$ cat src/rtl/tpu_pkg.sv
// Shared constants and the activation-feeder state type for the TPU datapath.
package tpu_pkg;

  localparam int DATA_W   = 8;
  localparam int ADDR_W   = 13;
  localparam int UB_DEPTH = 64;

  typedef enum logic [2:0] {
    IDLE,
    REQ,
    CAP,
    S0,
    S1,
    S2
  } feeder_state_t;

endpackage

$ cat src/rtl/ub_act_feeder.sv
// ub_act_feeder: fetches one 2x2 activation tile from the unified buffer and
// streams it diagonally skewed into the two rows of the 2x2 systolic array.
// Optional start-address bounds check: define UB_FEEDER_BOUNDS_CHECK_EN.
module ub_act_feeder
  import tpu_pkg::*;
(
  input  logic              clk,
  input  logic              reset,
  input  logic              start,
  input  logic [ADDR_W-1:0] base_addr,
  input  logic              stall,
  input  logic [DATA_W-1:0] ub_in_00,
  input  logic [DATA_W-1:0] ub_in_01,
  input  logic [DATA_W-1:0] ub_in_10,
  input  logic [DATA_W-1:0] ub_in_11,
  output logic              ub_load_input,
  output logic [ADDR_W-1:0] ub_addr,
  output logic [DATA_W-1:0] act_row0,
  output logic [DATA_W-1:0] act_row1,
  output logic              act_valid0,
  output logic              act_valid1,
  output logic              busy,
  output logic              done,
  output logic              err
);

  feeder_state_t     r_state;
  logic              r_load;
  logic [ADDR_W-1:0] r_addr;
  logic [DATA_W-1:0] r_row0;
  logic [DATA_W-1:0] r_row1;
  logic              r_valid0;
  logic              r_valid1;
  logic              r_busy;
  logic              r_done;
  // a00 has no register of its own: it goes straight into r_row0 at the end
  // of CAP so that row 0 is valid in the first S0 cycle.
  logic [DATA_W-1:0] r_a01;
  logic [DATA_W-1:0] r_a10;
  logic [DATA_W-1:0] r_a11;

`ifdef UB_FEEDER_BOUNDS_CHECK_EN
  logic              r_err;
  logic [ADDR_W:0]   w_last_addr;
  logic              w_start_ok;

  // Last word of the tile must lie inside the buffer.
  always_comb begin
    w_last_addr = {1'b0, base_addr} + (ADDR_W+1)'(3);
    w_start_ok  = (w_last_addr < (ADDR_W+1)'(UB_DEPTH));
  end

  assign err = r_err;
`else
  assign err = 1'b0;
`endif

  // Tile fetch and skewed streaming FSM; all outputs registered per state.
  always_ff @(posedge clk or posedge reset) begin
    if (reset) begin
      r_state  <= IDLE;
      r_load   <= 1'b0;
      r_addr   <= '0;
      r_row0   <= '0;
      r_row1   <= '0;
      r_valid0 <= 1'b0;
      r_valid1 <= 1'b0;
      r_busy   <= 1'b0;
      r_done   <= 1'b0;
      r_a01    <= '0;
      r_a10    <= '0;
      r_a11    <= '0;
`ifdef UB_FEEDER_BOUNDS_CHECK_EN
      r_err    <= 1'b0;
`endif
    end else begin
      r_load <= 1'b0;
      r_done <= 1'b0;
`ifdef UB_FEEDER_BOUNDS_CHECK_EN
      r_err  <= 1'b0;
`endif
      unique case (r_state)
        IDLE: begin
          if (start) begin
`ifdef UB_FEEDER_BOUNDS_CHECK_EN
            if (w_start_ok) begin
              r_state <= REQ;
              r_load  <= 1'b1;
              r_addr  <= base_addr;
              r_busy  <= 1'b1;
            end else begin
              r_err   <= 1'b1;
            end
`else
            r_state <= REQ;
            r_load  <= 1'b1;
            r_addr  <= base_addr;
            r_busy  <= 1'b1;
`endif
          end
        end
        REQ: begin
          r_state <= CAP;
        end
        CAP: begin
          r_a01    <= ub_in_01;
          r_a10    <= ub_in_10;
          r_a11    <= ub_in_11;
          r_row0   <= ub_in_00;
          r_valid0 <= 1'b1;
          r_state  <= S0;
        end
        S0: begin
          if (!stall) begin
            r_row0   <= r_a01;
            r_row1   <= r_a10;
            r_valid1 <= 1'b1;
            r_state  <= S1;
          end
        end
        S1: begin
          if (!stall) begin
            r_row0   <= '0;
            r_valid0 <= 1'b0;
            r_row1   <= r_a11;
            r_state  <= S2;
          end
        end
        S2: begin
          if (!stall) begin
            r_row1   <= '0;
            r_valid1 <= 1'b0;
            r_busy   <= 1'b0;
            r_done   <= 1'b1;
            r_state  <= IDLE;
          end
        end
        default: begin
          r_state <= IDLE;
        end
      endcase
    end
  end

  assign ub_load_input = r_load;
  assign ub_addr       = r_addr;
  assign act_row0      = r_row0;
  assign act_row1      = r_row1;
  assign act_valid0    = r_valid0;
  assign act_valid1    = r_valid1;
  assign busy          = r_busy;
  assign done          = r_done;

endmodule
$ cat config.mk
export PLATFORM = sky130hd
export DESIGN_NAME = ub_act_feeder
export DESIGN_NICKNAME = d
export VERILOG_FILES = /design/src/rtl/tpu_pkg.sv /design/src/rtl/ub_act_feeder.sv
export SDC_FILE = /design/constraint.sdc
export NUM_CORES = 1
export LEC_CHECK = 0
export ABC_AREA = 1
export CAP_MARGIN = 20
export CORE_UTILIZATION = 42
export DETAILED_ROUTE_END_ITERATION = 16
export GPL_ROUTABILITY_DRIVEN = 0
export PLACE_DENSITY = 0.76
export SETUP_SLACK_MARGIN = 0.02
export SLEW_MARGIN = 20
export SYNTH_ARGS = -nofsm -noshare
export SYNTH_HDL_FRONTEND = slang
export SYNTH_SLANG_ARGS = --single-unit
$ cat constraint.sdc
create_clock -name clk -period 1.55 [get_ports clk]
set_input_delay 0.155 -clock clk [delete_from_list [all_inputs] [get_ports clk]]
set_output_delay 0.155 -clock clk [all_outputs]
set_load 0.005 [all_outputs]
==> flow_summary.json <==
{
  "status": "finished clean",
  "wl_per_cell_um": 11.9,
  "ctsHoldBuffers": 0,
  "clkTransAtPathRegs_ns": 0.06,
  "start_util_pct": 43.3,
  "vias": 2334,
  "crit_family": "buffers and inverters",
  "critical_path_class": "reg -> out",
  "syn_nets": 372,
  "yosys.cell_types.count": 27,
  "multiInputGateArea_um2": 950,
  "regArea_um2": 1530,
  "setup_viol": 0,
  "grt_max_degree": 62,
  "slowest_stage": "clkdlybuf4s50_1",
  "setup_tns_ns": 0,
  "path_max_fanout": 2,
  "finalCriticalPeriod_ns": 1.38,
  "fin_skew_ns": 0.00649,
  "maxSlewViolCount": 0,
  "clkLatencyLatePin_ns": 0.33,
  "rsz0062_at_grt": "no",
  "yosysWarnings": 0,
  "die_area_um2": 6830,
  "dr.pass1.iters": 4,
  "p_per_area_nw_per_um2": 1900,
  "yosysTopAreaCell": "dfrtp_1",
  "ant_nets": 0,
  "critical_path.cell_chain": "clkdlybuf4s50_1",
  "tritoncts": "done",
  "cp.required_ns": 1.39,
  "area_growth_pct": 40.8,
  "route.detailed.drc": 0,
  "synthesis.area_um2": 2730,
  "cts_buffer_depth": 2,
  "drt_iter0_drc": 168,
  "startpoint_type": "register",
  "antenna_found_initial": 0,
  "route.met2.wl_um": 2770,
  "fin_util_pct": 60.9,
  "ios": 84,
  "vias_per_cell": 4.74,
  "dp_cells": 476,
  "cp-end-kind": "primary output",
  "hold_path.class": "in -> async",
  "cpPeakStageDelay_ns": 0.52,
  "fin_crit_sh_pct": 88.9,
  "antenna_cells": 0,
  "nNetsFinal": 459,
  "synthTopCellsByArea": "dfrtp_1 56%, nand2_1 18%, nand3_1 6.2%",
  "postLayoutCellArea_um2": 3850,
  "fin_cells": 492,
  "rows": 29,
  "cts-buffers-inserted": 9,
  "fmax_ghz": 0.726,
  "syn_inst": 323,
  "gr-total-overflow": 0,
  "arrival_ns": 1.22,
  "fp.dieW_um": 82.7,
  "wl_met3_um": 297,
  "placed_cell_area_um2": 3620,
  "grtUsageTotal_pct": 18.7,
  "ir_drop_mv": 0.916,
  "dpl.hpwl_um": 4270,
  "finalHoldViolCount": 0,
  "final_layout_size_suffix_gt1_share_pct": 10.1,
  "synth-seq-area-share_pct": 55.9,
  "grt_pass1_wl_um": 9440,
  "postSynthAreaPerCell_um2": 8.46,
  "synth_top_area_share_pct": 55.9,
  "whs_ns": 0.239,
  "drt-met1-wl_um": 2740,
  "coreArea_um2": 6310,
  "wirelength_um": 5880,
  "synth-seq-cells": 61,
  "grt_pass1_vias": 2078,
  "crit_buf_inv": 1,
  "leakage_nw": 1.94,
  "die_h_um": 82.7,
  "routed.top_layer": "met4",
  "maxCapViolations": 0,
  "fill_cells": 574,
  "cts_sinks": 61,
  "root_buffer": "clkbuf_8",
  "portBuffers": 82,
  "h-tree-depth": 3
}
-- cell usage after synthesis (all sizes together) --
library cell,number
nand2,139
dfrtp,61
nand3,37
inv,34
o21ai,26
buf,12
nor2,3
a21oi,2
clkbuf,2
clkinv,1
conb,1
nand4,1
nor3,1
o211ai,1
o21a,1
o22ai,1
-- kinds of logic after synthesis --
group                  Yosys count  share of synthesized area (%)
AO/OA/AOI/OAI                   31                           5.91
buffers and inverters           49                           9.39
other                            1                          0.137
AND/OR/NAND/NOR                181                           28.7
flip-flops                      61                           55.9
-- path summary, 6_finish.rpt --
check,from,endpoint,slack [ns],cells past startpoint
worst min-delay path,reset,ub_addr[6]$_DFFE_PP0P_,0.24,3
min in group clk,ub_in_01[5],r_a01[5]$_DFFE_PP0P_,0.36,3
max in group asynchronous,reset,act_row0[2]$_DFFE_PP0P_,1.04,3
worst max-delay path,act_row1[7]$_DFFE_PP0P_,act_row1[7],0.17,1
worst max register to register,r_state[2]$_DFFE_PP0P_,act_row0[0]$_DFFE_PP0P_,0.18,7
worst min register to register,ub_addr[10]$_DFFE_PP0P_,ub_addr[10]$_DFFE_PP0P_,0.48,2
-- stage by stage --
step | setup WS [ns] | power (W)
finish | 0.172 | 0.00731
CTS | 0.129 | 0.00737
global route | 0.0592 | 0.00790
detailed placement | 0.139 | 0.00577
floorplan | 0.287 | 0.00450
global placement | 0.182 | 0.00565
-- sequential cells by signal (all words and copies together), names as in the netlist, 3 cells and up --
register  flops
act_row0      8
act_row1      8
r_a01         8
r_a10         8
r_a11         8
r_state       3
ub_addr      13
-- layout make-up --
cell class,instances,share of cell area [%]
sequential,61,39.7
inverter,35,3.67
timing repair buffer,90,23.5
clock buffer,12,4.03
tap,77,2.50
multi-input combinational,213,24.7
clock inverter,4,1.82
-- layout by cell type, fill, tap and decap left out --
cell / synthesis / final
o21ai_1: 9 / 9
o21a_1: 1 / 1
nand4_1: 1 / 1
bufinv_16: 0 / 2
o21ai_0: 17 / 17
buf_12: 0 / 2
conb_1: 1 / 1
clkbuf_8: 0 / 11
nand3_2: 2 / 2
clkdlybuf4s50_1: 0 / 82
o22ai_1: 1 / 1
clkinv_2: 0 / 2
a21oi_1: 2 / 2
clkbuf_1: 2 / 1
nand2_1: 134 / 134
dfrtp_2: 0 / 2
nand2_4: 1 / 1
nor3_1: 1 / 1
nand2_2: 4 / 4
nor2_1: 1 / 1
nand3_1: 34 / 34
nand3_4: 1 / 1
inv_1: 29 / 28
inv_4: 1 / 1
nor2_4: 2 / 2
inv_2: 4 / 4
clkinvlp_4: 0 / 2
dfrtp_1: 61 / 59
o211ai_1: 1 / 1
buf_4: 3 / 6
-- report_power, final --
group | internal (W) | leakage, nW | switching [W]
Combinational | 0.00147 | 1.08 | 0.00143
Sequential | 0.00234 | 0.750 | 0.000494
Clock | 0.000988 | 0.116 | 0.000588
Total | 0.00479 | 1.94 | 0.00252
-- timing repair --
action                     CTS  global route
setup endpoints to repair    0            12
setup buffers                0             0
gates resized for setup      0             3
-- per-layer routing --
| layer | vias up | GRT usage (%) |
|---|---|---|
| li1 | 1184 | - |
| met4 | 0 | 10.9 |
| met1 | 1081 | 25.2 |
| met3 | 7 | 4.18 |
| met2 | 62 | 27.7 |
| met5 | - | 0 |
Note: power is estimated with default switching activity, not from simulation.
